--- src/rtl/arb_pkg.sv ---
// Shared types and helpers for the weighted round-robin arbiter family.
//   arb_state_e : arbiter FSM state (IDLE = no owner, OWN = grant held)
//   pick_t      : result of a round-robin search (found flag + index)
//   rr_pick     : reference round-robin search over ARB_WIDTH requesters,
//                 first set bit of vld starting at ptr and wrapping
package arb_pkg;

  localparam int ARB_WIDTH = 4;
  localparam int IDX_W     = $clog2(ARB_WIDTH);

  typedef enum logic {
    IDLE = 1'b0,
    OWN  = 1'b1
  } arb_state_e;

  typedef struct packed {
    logic             found;
    logic [IDX_W-1:0] idx;
  } pick_t;

  function automatic pick_t rr_pick(input logic [ARB_WIDTH-1:0] vld,
                                    input logic [IDX_W-1:0]     ptr);
    pick_t r;
    int    j;
    r = '0;
    // Walk downward so the closest requester to ptr is the last writer.
    for (int k = ARB_WIDTH - 1; k >= 0; k--) begin
      j = (int'(ptr) + k) % ARB_WIDTH;
      if (vld[j]) begin
        r.found = 1'b1;
        r.idx   = j[IDX_W-1:0];
      end
    end
    return r;
  endfunction

endpackage

--- src/rtl/arb_rr_pick.sv ---
// Combinational round-robin picker.
//   vld_i   : request vector
//   ptr_i   : search start index
//   found_o : at least one request is set
//   idx_o   : first set request at or after ptr_i, wrapping
// Rotates the request vector so ptr_i sits at bit 0, finds the lowest set
// bit, then adds ptr_i back (mod WIDTH) to recover the absolute index.
module arb_rr_pick #(
  parameter int WIDTH = 4,
  parameter int IDX_W = $clog2(WIDTH)
) (
  input  logic [WIDTH-1:0] vld_i,
  input  logic [IDX_W-1:0] ptr_i,
  output logic             found_o,
  output logic [IDX_W-1:0] idx_o
);

  localparam logic [IDX_W:0] WIDTH_L = (IDX_W + 1)'(WIDTH);

  logic [WIDTH-1:0] rot;
  logic [IDX_W-1:0] off;
  logic [IDX_W:0]   sum;

  always_comb begin
    rot = '0;
    for (int k = 0; k < WIDTH; k++) begin
      int j;
      j = k + int'(ptr_i);
      if (j >= WIDTH) j = j - WIDTH;
      rot[k] = vld_i[j];
    end

    off = '0;
    for (int k = WIDTH - 1; k >= 0; k--) begin
      if (rot[k]) off = k[IDX_W-1:0];
    end

    sum = {1'b0, ptr_i} + {1'b0, off};
    if (sum >= WIDTH_L) sum = sum - WIDTH_L;
  end

  assign found_o = |rot;
  assign idx_o   = sum[IDX_W-1:0];

endmodule

--- src/rtl/arb_wrr_lock.sv ---
// Weighted round-robin arbiter with grant lock.
//   clk, rst  : clock, synchronous active-high reset
//   v_vld     : per-requester request/valid
//   v_last    : per-requester last-beat marker (owner, accepted beats only)
//   v_weight  : per-requester weight, requester i at [i*WGT_W +: WGT_W]
//   rdy       : downstream accepts a beat this cycle
//   v_grant   : registered one-hot grant, zero when idle
//   grant_idx : registered index of the current owner
//   busy      : registered, high while a grant is held
// An owner keeps the grant for up to weight accepted beats, or until it
// signals last or withdraws. Handover picks from owner+1 in the same cycle,
// so consecutive owners have no dead cycle between them.
module arb_wrr_lock
  import arb_pkg::*;
#(
  parameter int WIDTH = 4,
  parameter int WGT_W = 4
) (
  input  logic                     clk,
  input  logic                     rst,
  input  logic [WIDTH-1:0]         v_vld,
  input  logic [WIDTH-1:0]         v_last,
  input  logic [WIDTH*WGT_W-1:0]   v_weight,
  input  logic                     rdy,
  output logic [WIDTH-1:0]         v_grant,
  output logic [$clog2(WIDTH)-1:0] grant_idx,
  output logic                     busy
);

  localparam int            IW       = $clog2(WIDTH);
  localparam logic [IW-1:0] LAST_IDX = IW'(WIDTH - 1);

  arb_state_e       state_q, state_d;
  logic [IW-1:0]    owner_q, owner_d;
  logic [IW-1:0]    ptr_q, ptr_d;
  logic [WGT_W-1:0] credit_q, credit_d;
  logic [WIDTH-1:0] grant_q, grant_d;

  logic [IW-1:0]    rel_ptr, pick_ptr, pick_idx;
  logic             pick_found;
  logic [WGT_W-1:0] pick_wgt;
  logic             own_vld, beat, release_c;

  assign own_vld   = v_vld[owner_q];
  assign beat      = own_vld & rdy;
  assign release_c = (state_q == OWN) &
                     ((beat & ((credit_q == WGT_W'(1)) | v_last[owner_q])) | ~own_vld);

  // On release the search must start after the old owner, so it only wins
  // when nobody else is asking.
  assign rel_ptr  = (owner_q == LAST_IDX) ? '0 : owner_q + IW'(1);
  assign pick_ptr = (state_q == OWN) ? rel_ptr : ptr_q;

  arb_rr_pick #(
    .WIDTH (WIDTH),
    .IDX_W (IW)
  ) u_pick (
    .vld_i   (v_vld),
    .ptr_i   (pick_ptr),
    .found_o (pick_found),
    .idx_o   (pick_idx)
  );

  assign pick_wgt = v_weight[pick_idx*WGT_W +: WGT_W];

  always_comb begin
    state_d  = state_q;
    owner_d  = owner_q;
    ptr_d    = ptr_q;
    credit_d = credit_q;
    grant_d  = grant_q;

    if ((state_q == IDLE) || release_c) begin
      if (state_q == OWN) ptr_d = rel_ptr;
      if (pick_found) begin
        state_d  = OWN;
        owner_d  = pick_idx;
        grant_d  = '0;
        grant_d[pick_idx] = 1'b1;
        // A zero weight still buys one beat.
        credit_d = (pick_wgt == '0) ? WGT_W'(1) : pick_wgt;
      end else begin
        state_d  = IDLE;
        grant_d  = '0;
        credit_d = '0;
      end
    end else if (beat) begin
      credit_d = credit_q - WGT_W'(1);
    end
  end

  always_ff @(posedge clk) begin
    if (rst) begin
      state_q  <= IDLE;
      owner_q  <= '0;
      ptr_q    <= '0;
      credit_q <= '0;
      grant_q  <= '0;
    end else begin
      state_q  <= state_d;
      owner_q  <= owner_d;
      ptr_q    <= ptr_d;
      credit_q <= credit_d;
      grant_q  <= grant_d;
    end
  end

  assign v_grant   = grant_q;
  assign grant_idx = owner_q;
  assign busy      = (state_q == OWN);

endmodule

--- config.mk ---
export PLATFORM = sky130hd
export DESIGN_NAME = arb_wrr_lock
export DESIGN_NICKNAME = d
export VERILOG_FILES = /design/src/rtl/arb_pkg.sv /design/src/rtl/arb_rr_pick.sv /design/src/rtl/arb_wrr_lock.sv
export SDC_FILE = /design/constraint.sdc
export NUM_CORES = 1
export LEC_CHECK = 0
export ABC_AREA = 1
export BUFFER_PORTS_ARGS = -buffer_cell sky130_fd_sc_hd__buf_2
export CELL_PAD_IN_SITES_DETAIL_PLACEMENT = 0
export CELL_PAD_IN_SITES_GLOBAL_PLACEMENT = 1
export CORE_MARGIN = 2
export CORE_UTILIZATION = 31
export CTS_BUF_LIST = sky130_fd_sc_hd__clkbuf_4 sky130_fd_sc_hd__clkbuf_8
export CTS_CLUSTER_DIAMETER = 40
export DETAILED_ROUTE_END_ITERATION = 10
export GPL_TIMING_DRIVEN = 0
export PLACE_DENSITY_LB_ADDON = 0.1
export SKIP_LAST_GASP = 1
export SYNTH_ARGS = -nofsm -noshare
export SYNTH_HDL_FRONTEND = slang
export SYNTH_HIERARCHICAL = 1
export SYNTH_SLANG_ARGS = --single-unit
--- constraint.sdc ---
create_clock -name clk -period 2.7 [get_ports clk]
set_input_delay 0.135 -clock clk [delete_from_list [all_inputs] [get_ports clk]]
set_output_delay 0.135 -clock clk [all_outputs]
set_load 0.005 [all_outputs]
## Word-level counts from Yosys, hierarchy flattened

Cells that the tools add are included.

- Bitwise operators: 7
- $add $sub $neg: 11
- Muxes and demuxes: 35
- Magnitude comparators: 12
- Equal/unequal tests: 2
- Shift-type cells: 1
- Reduce and logical (&&, ||, !) cells: 6

Operators with widths:

| operator | number |
|---|---|
| $lt 32x4->1 const B | 4 |
| $mux 32 | 4 |
| $ge 32x4->1 const B | 3 |
| $sub 32x4->32 const B | 3 |
| $mux 4 | 5 |
| $shiftx 16x5->4 | 1 |
| $mux 2 | 7 |
| $bmux 1 s2 | 6 |
| $mux 1 | 12 |
| $add 2x2->3 const A | 2 |
| $lt 2x3->1 const B | 2 |
| $eq 4x1->1 const B | 1 |
| $logic_not 4->1 | 1 |
| $reduce_or 4->1 | 1 |
| $sub 2x3->4 const B | 1 |
| $sub 4x1->4 const B | 1 |
| $add 1x2->3 const A | 1 |
| $add 2x2->3 | 1 |
| $and 1x1->1 | 3 |
| $ge 2x3->1 const B | 1 |
| $ge 3x3->1 const B | 1 |
| $add 2x1->2 const B | 1 |
| $demux 1 s2 | 1 |
| $eq 2x2->1 const B | 1 |
| other kinds (8) | 10 |

- Register bits: 13
- Bits of input ports: 27
- Word-level logic and storage cells: 79
- Output and inout port bits: 7

## Longest topological paths before layout

Gate-level depths: netlist (run 1).

- Depth in word-level cells: 21
- Depth in mapped cells: 26
- Gate-level depth less buffers: 24

## Modules after synthesis

Netlist (run 1), hierarchy kept.

By module, submodules not included:

| module | sequential area each (um2) | area an instance (um2) | cells an instance | instances |
|---|---|---|---|---|
| arb_wrr_lock | 260.2 | 897.1 | 149 | 1 |
| arb_rr_pick | 0.0 | 259.0 | 56 | 1 |

## Worst setup path before layout (run 1)

OpenSTA, ideal clock, no wires.

- Path kind: register to register
- Start point: reg owner_q[0], in the netlist grant_idx[0]
- End point: reg credit_q[0]
- Arrival: 2.817 ns
- Period minus slack after synthesis: 2.936 ns
- Setup time: 0.120 ns
- Required time: 2.580 ns
- Setup slack: -0.236 ns
- Path buffers: 2
- Cell stages (with the launch flop): 24
- Cells stage by stage: dfxtp_1 ha_1 o31ai_1 buf_6 nand2_1 nand2_1 nand2_1 nand2_1 nand3_1 a21oi_1 ha_1 xor2_1 inv_1 nand3_1 nand2_1 buf_2 nor2_1 nand2_1 nand2_1 nor2_1 nand3_1 nand2_1 nand3_1 a21oi_1

- Word-level cells in the longest chain between the ends: 21
- Elaborated cells on any way between the ends: 57
- Those cells by class: add/sub (10); order compare (5); eq/ne (1); shift (1); mux (30); bitwise (6); reduce/logical (4)

RTL lines:

| element | line | RTL |
|---|---|---|
| start: declaration | arb_wrr_lock.sv:34 | `logic [IW-1:0] owner_q, owner_d;` |
| start signal: assignment | arb_wrr_lock.sv:101 | `owner_q <= owner_d;` |
| $add 2x1->2 / $eq 2x2->1 (equally long branches) | arb_wrr_lock.sv:51 | `assign rel_ptr = (owner_q == LAST_IDX) ? '0 : owner_q + IW'(1);` |
| $mux 2 (*) | arb_wrr_lock.sv:51 |  |
| $mux 2 (*) | -- |  |
| via pick_ptr[0] | arb_wrr_lock.sv:39 | `logic [IW-1:0] rel_ptr, pick_ptr, pick_idx;` |
| $add 2x2->3 | arb_rr_pick.sv:28 | `j = k + int'(ptr_i);` |
| $sub 32x4->32 / $ge 32x4->1 (equally long branches) | arb_rr_pick.sv:29 | `if (j >= WIDTH) j = j - WIDTH;` |
| $mux 32 | arb_rr_pick.sv:29 |  |
| $bmux 1 s2 | arb_rr_pick.sv:30 | `rot[k] = vld_i[j];` |
| [... 7 more ...] | -- |  |
| $ge 3x3->1 / $sub 2x1->2 (equally long branches) | arb_rr_pick.sv:39 | `if (sum >= WIDTH_L) sum = sum - WIDTH_L;` |
| $mux 2 (*) | arb_rr_pick.sv:39 |  |
| via pick_idx[1] | arb_wrr_lock.sv:39 |  |
| $shiftx 16x5->4 (*) | arb_wrr_lock.sv:64 | `assign pick_wgt = v_weight[pick_idx*WGT_W +: WGT_W];` |
| $logic_not 4->1 | arb_wrr_lock.sv:81 | `credit_d = (pick_wgt == '0) ? WGT_W'(1) : pick_wgt;` |
| $mux 4 (*) | arb_wrr_lock.sv:81 |  |
| $mux 4 (*) | arb_wrr_lock.sv:75 | `if (pick_found) begin` |
| $mux 4 (*) | arb_wrr_lock.sv:73 | `if ((state_q == IDLE) \|\| release_c) begin` |
| end signal: assignment | arb_wrr_lock.sv:103 | `credit_q <= credit_d;` |
| end: declaration | arb_wrr_lock.sv:36 | `logic [WGT_W-1:0] credit_q, credit_d;` |

Mark *: on every way through the listed nets, which the timed path passes. The rest lies on a longest branch. The select of a mux whose other input is x is not followed.
A chain may end at the register's enable or synchronous reset.

## Final worst setup path (run 1)

Same ends and word-level chain as after synthesis.

==> parameters.txt, run 1 <==
Parameter                              Value

Critical path
  Critical path capture point type ... register
  Crit path DAT ... 3010 ps
  End of the worst register-to-register path ... credit_q[0]
  Start-to-end type of the worst setup path ... reg -> reg
  Setup crit start ... grant_idx[0]
  Worst setup SP type ... register
  CP required ... between 2000 and 3000 ps
  Beginning of the worst register-to-register path ... grant_idx[0]
  Capture point of the critical path ... credit_q[0]
  Setup slack, reg-to-reg ... -130 ps
  FF-to-FF path depth ... 24
  Critical path fanouts, max ... 8

STA
  Setup repair after global routing missed its margin ... true
  Achievable clock frequency ... 353 MHz
  Final setup violation count ... 5
  Final worst setup slack ... -133 ps
  Final hold violation count ... 0
  Max-slew headroom ... 79.0%
  Max Slew Vio Count ... 0
  Worst hold margin ... between 100 and 150 ps
  Final period utilization ... 105%
  Worst clock skew ... about 1.8 ps
  Tightest Pin Transition ... about 310 ps
  Shortest period the worst path allows ... about 2800 ps

Logic synthesis
  Number of flops mapped to enable cells by yosys ... 0
  Library cell with the largest summed area after synthesis ... sky130_fd_sc_hd__nand2_1
  Net count after synthesis ... about 240
  Synthesized flop and latch total ... 13
  Primary FF master, synth ... sky130_fd_sc_hd__dfxtp_1
  Synthesized instance count ... approximately 210
  Top post-synthesis cells by area ... sky130_fd_sc_hd__nand2_1 (28%), sky130_fd_sc_hd__dfxtp_1 (23%), sky130_fd_sc_hd__nand3_1 (10%)
  Netlist area before placement ... between 1000 and 1500 sq um
  Sequential fraction of the synthesis area ... between 20% and 30%
  Number of warnings printed during yosys synthesis ... 6
  Asr flop ratio synth ... 0%
  Fraction of synthesized cell area taken by the top area cell type ... approximately 28%
  Number of distinct library cells after synthesis ... 23
  Cell with the most instances after synthesis ... sky130_fd_sc_hd__nand2_1
  Top cell types by occurrence after synthesis ... sky130_fd_sc_hd__nand2_1 (86), sky130_fd_sc_hd__nand3_1 (24), sky130_fd_sc_hd__inv_1 (19)
  Mean post-synth cell area ... 5.64 sq um

Floorplanning
  Core ar. ... roughly 3600 sq um
  Count of standard-cell rows ... 22
  IO Count ... 34
  Area of the die ... 4230 sq um
  Die boundary height ... between 60 and 70 microns
  Initial standard-cell utilization of the core ... 31.8%
  Die extent in x ... 65.1 microns

Finish
  Synthesis-to-layout area growth ... 52.3%
  Share of post-route cells with drive strength above 1 ... between 40% and 50%
  Inserted Diodes ... 0
  Final standard cell area without fillers ... about 1800 sq um
  Final net count ... roughly 290

CTS
  Max H-tree Level ... 1
  CTS sink count ... 13
  Clock Tree Buf Depth ... 2
  TritonCTS buffer count ... 3
  Clock root cell ... sky130_fd_sc_hd__clkbuf_8
  Register clock-pin slew on the reported worst setup and hold paths ... approximately 50 ps
  Hold Buf Count CTS ... 0
  Worst-skew pair later-pin latency ... around 240 ps
  Clock tree from TritonCTS ... done

Placed design
  Post-Place Cell Area ... between 1000 and 1500 sq um
  Final weighted congestion in routability-driven placement ... 0.739
  Sum of net half-perimeters after detailed placement ... roughly 2300 microns
  # port buffers ... 33

Run
  MaxCap Viol Count ... 0

Routing
  Detailed-route wire length on metal 1 ... 1500 microns
  Wire per inst ... ~10 microns
  Met2 WL ... around 1500 microns
  Vias per inst ... 4.42
  Starting DRT DRC Count ... 38
  Vias ... roughly 1400
  Routed met3 length ... between 100 and 150 microns
  DRC ... 0
  First-pass detailed-route iteration total ... 4
  Highest metal layer with signal wires ... met3
  Residual antenna-violating net count after detailed routing ... 0
  Total wirelength of the detailed-routed design ... 3130 microns

Worst hold path
  Min-Delay Path Class ... in -> reg

GRT
  Total global routing overflow ... 0
  Maximum number of pins on one net before global-route repair ... 11
  Initial antenna violation count ... 0
  Via count of the first global-routing pass ... ~1200
  Global-route usage over all layers ... between 10% and 20%
  First-pass GRT wire length ... about 5200 microns

Status
  Violated checks ... negative setup slack
  Outcome ... finished with violations
-- cells by family (layout without fill, tap and decap cells) --
family                     Yosys count  after routing  share of synthesized area (%)
AOI/OAI and AO/OA                   20             20                           8.87
adders and majority gates            4              4                           4.33
DFF                                 13             13                           22.5
buffers and inverters               29             85                           12.2
and+or+nand+nor                    136            136                           49.8
xor gates and xnor gates             3              3                           2.27
-- cells in the final DEF (no fill, tap or decap), drive strengths merged --
cell and instances:
nand2 92, buf 57, nand3 24, inv 22, nor2 16, dfxtp 13
a21oi 13, o21ai 6, clkbuf 4, ha 4, nor3 3, xnor2 2
o31ai 1, clkinv 1, nand3b 1, clkinvlp 1, xor2 1
-- worst min-delay path by stage --
stage / startpoint / endpoint / slack, ps / cells after the start
after global routing: rst / v_grant[3] / 140 / 2
after global placement: rst / v_grant[0] / 390 / 2
after detailed placement: rst / v_grant[2] / 390 / 2
final: rst / v_grant[3] / 140 / 2
after CTS: rst / v_grant[2] / 130 / 2
after floorplan: rst / busy / 200 / 1
-- through the flow --
stage               TNS [ps]  util, %  setup WS [ps]  cells
floorplan                  0        -           38.5    205
global route           -1830     48.5           -350    309
finish                  -408     48.5           -133    309
detailed placement     -1650     38.7           -373    286
global placement       -1950     38.7           -393    286
CTS                     -606     44.6           -169    301
-- timing repair --
item	in CTS	in global routing
pin swaps	25	31
setup buffers	10	8
endpoints found under the setup margin	9	8
cloned	1	0
resized for setup	26	21
-- layout make-up --
cell class	count	area, sq um
Inverter	24	109
Timing Repair Buffer	52	309
Multi-Input combinational cell	163	907
Buffer	5	57.6
Fill cell	435	1870
Clock buffer	4	48.8
Tap cell	48	60.1
Sequential cell	13	269
-- worst max-delay path, stage by stage (launching register included) --
cell and delay (ps):
sky130_fd_sc_hd__dfxtp_4 350, sky130_fd_sc_hd__ha_4 160, sky130_fd_sc_hd__o31ai_4 300, sky130_fd_sc_hd__buf_6 190, sky130_fd_sc_hd__inv_8 50, sky130_fd_sc_hd__nand2_1 70, sky130_fd_sc_hd__nand2_1 60, sky130_fd_sc_hd__nand2_1 70
sky130_fd_sc_hd__nand2_2 60, sky130_fd_sc_hd__nand3_2 70, sky130_fd_sc_hd__a21oi_2 60, sky130_fd_sc_hd__ha_4 160, sky130_fd_sc_hd__xor2_2 140, sky130_fd_sc_hd__inv_1 60, sky130_fd_sc_hd__nand3_1 50, sky130_fd_sc_hd__nand2_1 80
sky130_fd_sc_hd__buf_6 140, sky130_fd_sc_hd__inv_4 70, sky130_fd_sc_hd__nand3_1 60, sky130_fd_sc_hd__nand2_1 60, sky130_fd_sc_hd__nor2_2 140, sky130_fd_sc_hd__nand3_1 90, sky130_fd_sc_hd__nand2_1 90, sky130_fd_sc_hd__nand3_2 70
sky130_fd_sc_hd__a21oi_2 110
-- per-layer routing --
metal  vias to the layer above  track usage (%)
li1                        756                -
met1                       581             19.4
met2                        28             27.6
met3                         0             2.60
met4                         0             2.34
met5                         -                0
-- sequential cells by signal (all words and copies together) (netlist names) --
name / cells
grant_idx: 2
busy: 1
v_grant: 4
ptr_q: 2
credit_q: 4
Power of run 1 is not shown: default switching activity piles up to over one toggle a cycle in this logic, so the estimate is an artifact.
==> run 2, diff against run 1 <==
- ABC_CLOCK_PERIOD_IN_PS: default -> 2700
- GPL_TIMING_DRIVEN: 0 -> 1
==> run 2 against run 1 <==
Effect of this change:
- the flow still finishes with violations (negative setup slack)
- worst setup slack improved by 110 ps
- sequential share of layout area fell by 0.21 points
- die area did not move
- wire length rose by 2.3%
- first-iteration DRC count rose by 13%
- clock skew barely moved
- critical path depth fell by 1
- worst hold slack got worse by 5.3 ps
- maximum frequency rose by 4.1%
- largest cell class unchanged
- highest routed layer unchanged
==> parameters.txt, run 2 (synthesized netlist as in run 1, its figures left out) <==
Parameter                              Value

CTS
  Max H-tree Level ... 1
  Clock Tree Buf Depth ... 2
  Clock root cell ... sky130_fd_sc_hd__clkbuf_8
  Worst-skew pair later-pin latency ... between 200 and 250 ps
  TritonCTS buffer count ... 3
  Register clock-pin slew on the reported worst setup and hold paths ... around 60 ps
  CTS sink count ... 13
  Clock tree from TritonCTS ... done
  Hold Buf Count CTS ... 0

STA
  Worst clock skew ... 2.02 ps
  Final hold violation count ... 0
  Max-slew headroom ... around 81%
  Shortest period the worst path allows ... between 2000 and 3000 ps
  Final setup violation count ... 1
  Final period utilization ... 101%
  Tightest Pin Transition ... 290 ps
  Achievable clock frequency ... 367 MHz
  Final worst setup slack ... -21.5 ps
  Worst hold margin ... roughly 130 ps
  Setup repair after global routing missed its margin ... true
  Max Slew Vio Count ... 0

Floorplanning
  Die boundary height ... roughly 65 microns
  Area of the die ... 4230 sq um
  Initial standard-cell utilization of the core ... a little under a third
  Core ar. ... between 3000 and 4000 sq um
  Count of standard-cell rows ... 22
  Die extent in x ... 65.1 microns
  IO Count ... 34

Finish
  Share of post-route cells with drive strength above 1 ... between 40% and 50%
  Commonest cells after routing, fill and taps aside ... sky130_fd_sc_hd__nand2_1 (67), sky130_fd_sc_hd__buf_2 (33), sky130_fd_sc_hd__nand3_1 (22), sky130_fd_sc_hd__nand2_2 (21), sky130_fd_sc_hd__buf_4 (19)
  Number of standard cells in the layout, taps in and fillers out ... 309
  Inserted Diodes ... 0
  Commonest non-fill, non-tap cell in the layout ... sky130_fd_sc_hd__nand2_1
  Synthesis-to-layout area growth ... 51.5%
  Final design utilization ... 48.2%
  Final standard cell area without fillers ... about 1800 sq um
  Final net count ... approximately 290

Critical path
  End of the worst register-to-register path ... credit_q[0]
  Setup slack, reg-to-reg ... -20 ps
  Critical-path top delay cell ... sky130_fd_sc_hd__dfxtp_4
  Worst setup SP type ... register
  Cell type with the highest occurrence count on the critical path ... sky130_fd_sc_hd__nand2_1
  Largest delay share family, worst path ... simple AND/OR/NAND/NOR gates
  Max incr delay on CP ... roughly 360 ps
  Critical path fanouts, max ... 8
  Critical path capture point type ... register
  Start-to-end type of the worst setup path ... reg -> reg
  Beginning of the worst register-to-register path ... grant_idx[0]
  Crit path DAT ... between 2000 and 3000 ps
  FF-to-FF path depth ... 23
  Worst path buffer plus inverter count ... 4
  Chain of cells forming the critical path ... buf_6, o31ai_4, buf_6, inv_6, nand2_2, nand2_1, nand2_1, nand2_2, nand3_2, a21oi_2, ha_2, xor2_2, inv_1, nand3_2, nand2_4, nor2_4, nand2_1, nand2_1, nor2_2, nand3_1, nand2_1, nand3_1, a21oi_1
  CP required ... ~2900 ps

Power and ir drop
  Net Sw Frac ... 49.8%
  Relative contribution of combinational cells to total power ... a little over 80%
  Share of power burned in the clock network ... under 10%
  Power share of the sequential group ... between 10% and 20%
  Power density of the placed cells ... around 1600 nW/um^2
  Net Switching ... between 1 and 1.5 mW
  Internal Power ... roughly 1.4 mW
  Maximum vdd ir drop ... between 0.0007 and 0.0008 V
  Leakage power ... 0.935 nW

Placed design
  Post-Place Setup Slack ... -187 ps
  Count of placed standard cells including taps ... slightly below 300
  # port buffers ... 33
  Sum of net half-perimeters after detailed placement ... about 2500 microns
  Final weighted congestion in routability-driven placement ... ~0.8
  Post-Place Cell Area ... 1500 sq um

Status
  Outcome ... finished with violations
  Violated checks ... negative setup slack

Routing
  Wire per inst ... 10.4 microns
  First-pass detailed-route iteration total ... 4
  DRC ... 0
  Vias ... 1392
  Starting DRT DRC Count ... 43
  Total wirelength of the detailed-routed design ... between 3000 and 4000 microns
  Residual antenna-violating net count after detailed routing ... 0
  Vias per inst ... ~4.5

GRT
  First-pass GRT wire length ... 5580 microns
  Maximum number of pins on one net before global-route repair ... 17
  Total global routing overflow ... 0
  Via count of the first global-routing pass ... roughly 1300
  Global-route usage over all layers ... 16.2%
  Initial antenna violation count ... 0

Worst hold path
  Min-Delay Path Class ... in -> reg
  Min-Delay Path Depth ... 2
  Min-Delay Endpoint ... v_grant[0]
  Hold Startpoint ... rst

Run
  MaxCap Viol Count ... 0
-- run 2: cell types whose count changed in the layout (fill, tap and decap cells not counted), moves of 2 or more --
cell / change
sky130_fd_sc_hd__nand2_1: -4
sky130_fd_sc_hd__nand2_2: +4
sky130_fd_sc_hd__a21oi_1: +3
sky130_fd_sc_hd__a21oi_2: -3
sky130_fd_sc_hd__buf_2: -2
sky130_fd_sc_hd__buf_4: +2
sky130_fd_sc_hd__buf_8: -2
sky130_fd_sc_hd__dfxtp_1: +2
sky130_fd_sc_hd__inv_2: +2
-- run 2: layer usage --
layer  vias up  track usage (%)  wire (microns)
met5         -                0               0
met4         0            0.781               0
met3         0             2.60             126
met2        27             31.6            1580
met1       607             19.3            1500
li1        758                -               -
-- run 2: final cells by class --
| class | instances | area [sq um] |
|---|---|---|
| repair buffers | 57 | 380 |
| flip-flops and latches | 13 | 264 |
| clock buffers | 4 | 48.8 |
| fillers | 409 | 1880 |
| multi-input cells | 163 | 896 |
| inverters | 24 | 103 |
| well taps | 48 | 60.1 |
-- run 2: what timing repair did --
item	in CTS	in global routing
setup endpoints to repair	7	9
pin swaps	4	9
resized for setup	16	29
buffers inserted	5	2
cloned	1	0
-- run 2: power by group through the flow --
stage / logic [mW] / clock network (mW) / registers [mW]
6_report: 2.37 / 0.183 / 0.312
5_1_grt: 2.66 / 0.199 / 0.321
4_1_cts: 2.23 / 0.192 / 0.311
3_5_place_dp: 1.98 / 0 / 0.308
3_3_place_gp: 1.98 / 0 / 0.307
2_1_floorplan: 1.38 / 0 / 0.316
-- run 2: worst max-delay path by stage --
stage | startpoint | endpoint | slack [ps] | cells after the start
after floorplan | grant_idx[0] | credit_q[0] | 40 | 24
after global placement | grant_idx[0] | credit_q[0] | -180 | 23
after detailed placement | grant_idx[0] | credit_q[0] | -190 | 23
after CTS | grant_idx[0] | credit_q[3] | -60 | 22
after global routing | grant_idx[0] | credit_q[1] | -240 | 22
final | grant_idx[0] | credit_q[0] | -20 | 23
-- run 2: worst register-to-register path: stages, from the launching register on --
cell                      delay, ps
sky130_fd_sc_hd__dfxtp_4        360
sky130_fd_sc_hd__buf_6          120
sky130_fd_sc_hd__o31ai_4        280
sky130_fd_sc_hd__buf_6          180
sky130_fd_sc_hd__inv_6           60
sky130_fd_sc_hd__nand2_2         70
sky130_fd_sc_hd__nand2_1         50
sky130_fd_sc_hd__nand2_1         60
sky130_fd_sc_hd__nand2_2         70
sky130_fd_sc_hd__nand3_2         60
sky130_fd_sc_hd__a21oi_2         50
sky130_fd_sc_hd__ha_2           180
sky130_fd_sc_hd__xor2_2         180
sky130_fd_sc_hd__inv_1           70
sky130_fd_sc_hd__nand3_2         90
sky130_fd_sc_hd__nand2_4        140
sky130_fd_sc_hd__nor2_4          60
sky130_fd_sc_hd__nand2_1         60
sky130_fd_sc_hd__nand2_1         60
sky130_fd_sc_hd__nor2_2         150
sky130_fd_sc_hd__nand3_1         80
sky130_fd_sc_hd__nand2_1         60
sky130_fd_sc_hd__nand3_1         60
sky130_fd_sc_hd__a21oi_1        110
-- run 2: per-stage QoR --
stage / power (mW) / setup TNS, ps
4_1_cts: 2.74 / -248
5_1_grt: 3.18 / -1080
3_3_place_gp: 2.29 / -916
6_report: 2.87 / -21.5
2_1_floorplan: 1.70 / 0
3_5_place_dp: 2.29 / -954
(Power assumes the default switching activity.)
==> run 3, diff against run 2 <==
- SETUP_SLACK_MARGIN: default -> 0.1
==> run 3 against run 2 <==
Effect of this change:
- the run still ends with negative setup slack left
- count of clock-buffer cells in the layout stayed put
- wire length is 4.1% higher
- non-clock buffer count rose by 1
- cell count rose by 0.32%
- largest power group unchanged
- sequential power is 2% higher
- utilization grew 0.72 points
- clock power about the same
- highest routed layer is now met4
- critical path depth did not move
- clock skew decreased by 1.3 ps
- die area unchanged
- power increased by 5.6%
==> parameters.txt, run 3 (synthesized netlist as in run 1, its figures left out) <==
Parameter                              Value

Status
  Outcome ... finished with violations
  Violated checks ... negative setup slack

Worst hold path
  Min-Delay Path Class ... in -> reg

Floorplanning
  Count of standard-cell rows ... 22
  Die extent in x ... approximately 65 microns
  Core ar. ... 3630 sq um
  Area of the die ... ~4200 sq um
  Initial standard-cell utilization of the core ... a little under a third
  Die boundary height ... 65.1 microns
  IO Count ... 34

Critical path
  Max incr delay on CP ... ~360 ps
  Chain of cells forming the critical path ... ha_4, o31ai_4, buf_4, buf_12, nand2_2, nand2_1, nand2_1, nand2_2, nand3_2, a21oi_2, ha_2, xor2_2, inv_1, nand3_2, nand2_4, nor2_4, buf_4, nand2_1, nand2_1, nor2_1, nand2_1, nand3_1, a21oi_2
  Start-to-end type of the worst setup path ... reg -> reg
  Critical-path top delay cell ... sky130_fd_sc_hd__dfxtp_4
  Crit path DAT ... about 3000 ps
  Beginning of the worst register-to-register path ... grant_idx[0]
  Worst setup SP type ... register
  Setup slack, reg-to-reg ... -70 ps
  End of the worst register-to-register path ... credit_q[0]
  Capture point of the critical path ... credit_q[0]
  Largest delay share family, worst path ... simple AND/OR/NAND/NOR gates
  Cell type with the highest occurrence count on the critical path ... sky130_fd_sc_hd__nand2_1
  FF-to-FF path depth ... 23
  Critical path capture point type ... register
  Critical path fanouts, max ... 8
  Worst path buffer plus inverter count ... 4
  Count of cell instances traversed by the critical path ... 23
  CP required ... 2880 ps
  Setup crit start ... grant_idx[0]

Finish
  Area used by sequential logic in the layout ... 265 sq um
  Filler cell count in the final layout ... 422
  Inserted Diodes ... 0
  Share of post-route cells with drive strength above 1 ... between 40% and 50%
  Area of combinational cells with multiple inputs ... just over 900 sq um
  Final net count ... between 200 and 300
  Commonest non-fill, non-tap cell in the layout ... sky130_fd_sc_hd__nand2_1
  Commonest cells after routing, fill and taps aside ... sky130_fd_sc_hd__nand2_1 (68), sky130_fd_sc_hd__buf_2 (33), sky130_fd_sc_hd__nand3_1 (22), sky130_fd_sc_hd__buf_4 (22), sky130_fd_sc_hd__nand2_2 (21)
  Synthesis-to-layout area growth ... 53.8%
  Final standard cell area without fillers ... 1780 sq um

Routing
  Met2 WL ... about 1600 microns
  Vias per inst ... ~4.6
  Vias ... 1412
  Total wirelength of the detailed-routed design ... around 3300 microns
  Routed met3 length ... roughly 150 microns
  DRC ... 0
  Detailed-route wire length on metal 1 ... 1540 microns
  First-pass detailed-route iteration total ... 2
  Highest metal layer with signal wires ... met4
  Starting DRT DRC Count ... between 40 and 50
  Wire per inst ... about 11 microns
  Residual antenna-violating net count after detailed routing ... 0

Placed design
  Post-Place Cell Area ... 1520 sq um
  Post-Place Setup Slack ... -184 ps
  Sum of net half-perimeters after detailed placement ... between 2000 and 3000 microns
  Final weighted congestion in routability-driven placement ... approximately 0.75
  # port buffers ... 33

CTS
  Max H-tree Level ... 1
  Clock root cell ... sky130_fd_sc_hd__clkbuf_8
  Clock Tree Buf Depth ... 2
  TritonCTS buffer count ... 3
  Clock tree from TritonCTS ... done
  Worst-skew pair later-pin latency ... between 200 and 250 ps
  CTS sink count ... 13
  Register clock-pin slew on the reported worst setup and hold paths ... 60 ps

STA
  Final worst setup slack ... -71.8 ps
  Final period utilization ... 103%
  Setup repair after global routing missed its margin ... true
  Final setup violation count ... 7
  Achievable clock frequency ... ~360 MHz
  Setup total negative slack ... -347 ps
  Worst clock skew ... approximately 0.70 ps
  Final hold violation count ... 0
  Max Slew Vio Count ... 0
  Max-slew headroom ... approximately four fifths
  Shortest period the worst path allows ... 2770 ps
  Tightest Pin Transition ... 301 ps

GRT
  First-pass GRT wire length ... 5620 microns
  Global-route usage over all layers ... 16.4%
  Maximum number of pins on one net before global-route repair ... 17
  Initial antenna violation count ... 0
  Total global routing overflow ... 0
  Via count of the first global-routing pass ... ~1300

Power and ir drop
  Leakage power ... around 0.95 nW
  Power density of the placed cells ... ~1700 nW/um^2
  Maximum vdd ir drop ... 0.00113 V

Run
  MaxCap Viol Count ... 0
==> run 3: changes by cell type in the layout (fill, tap and decap cells not counted), moves of 3 or more <==
cell / delta
sky130_fd_sc_hd__a21oi_1: -4
sky130_fd_sc_hd__buf_6: -3
sky130_fd_sc_hd__buf_4: +3
sky130_fd_sc_hd__a21oi_2: +4
==> run 3: worst min-delay path by stage <==
stage,end,cells past startpoint,slack [ps],startpoint
after CTS,v_grant[0],2,130,rst
after global placement,v_grant[1],2,390,rst
final,v_grant[0],2,140,rst
after global routing,v_grant[1],2,160,rst
after floorplan,busy,1,200,rst
after detailed placement,v_grant[0],2,390,rst
==> run 3: final cells by class <==
type,count,share of cell area (%)
Inverter,24,5.91
Sequential cell,13,14.9
Multi-Input combinational cell,163,51.2
Timing Repair Buffer,58,21.9
Tap cell,48,3.38
Clock buffer,4,2.74
==> run 3: repair_timing <==
item	CTS	global route
buffers inserted	5	2
pin swaps	4	14
endpoints found under the hold margin	0	0
setup endpoints to repair	9	9
resized for setup	14	28
hold buffers	0	0
cloned	1	0
==> run 3: through the flow <==
stage	std cells	hold WS, ps	util [%]	power [mW]
floorplan	205	204	-	1.73
global placement	298	390	41.7	2.31
detailed placement	298	390	41.7	2.31
CTS	308	132	46.1	2.75
global route	310	157	48.9	3.34
finish	310	142	48.9	3.03
==> run 3: power breakdown <==
| part | internal (mW) | switching, mW |
|---|---|---|
| clock network | 0.114 | 0.0716 |
| logic | 1.16 | 1.36 |
| registers | 0.265 | 0.0518 |
| total | 1.54 | 1.49 |
==> run 3: routing by layer <==
metal / global-route usage (%) / up-vias
li1: - / 754
met1: 19.9 / 626
met2: 30.3 / 30
met3: 3.13 / 2
met4: 2.60 / 0
met5: 0 / -
==> run 3: worst reg2reg max path: stages, from the launching register on <==
cell,delay [ps]
sky130_fd_sc_hd__dfxtp_4,360
sky130_fd_sc_hd__ha_4,160
sky130_fd_sc_hd__o31ai_4,180
sky130_fd_sc_hd__buf_4,160
sky130_fd_sc_hd__buf_12,120
sky130_fd_sc_hd__nand2_2,60
sky130_fd_sc_hd__nand2_1,70
sky130_fd_sc_hd__nand2_1,60
sky130_fd_sc_hd__nand2_2,70
sky130_fd_sc_hd__nand3_2,60
sky130_fd_sc_hd__a21oi_2,120
sky130_fd_sc_hd__ha_2,200
sky130_fd_sc_hd__xor2_2,140
sky130_fd_sc_hd__inv_1,70
sky130_fd_sc_hd__nand3_2,90
sky130_fd_sc_hd__nand2_4,90
sky130_fd_sc_hd__nor2_4,160
sky130_fd_sc_hd__buf_4,130
sky130_fd_sc_hd__nand2_1,40
sky130_fd_sc_hd__nand2_1,70
sky130_fd_sc_hd__nor2_1,40
sky130_fd_sc_hd__nand2_1,60
sky130_fd_sc_hd__nand3_1,70
sky130_fd_sc_hd__a21oi_2,110
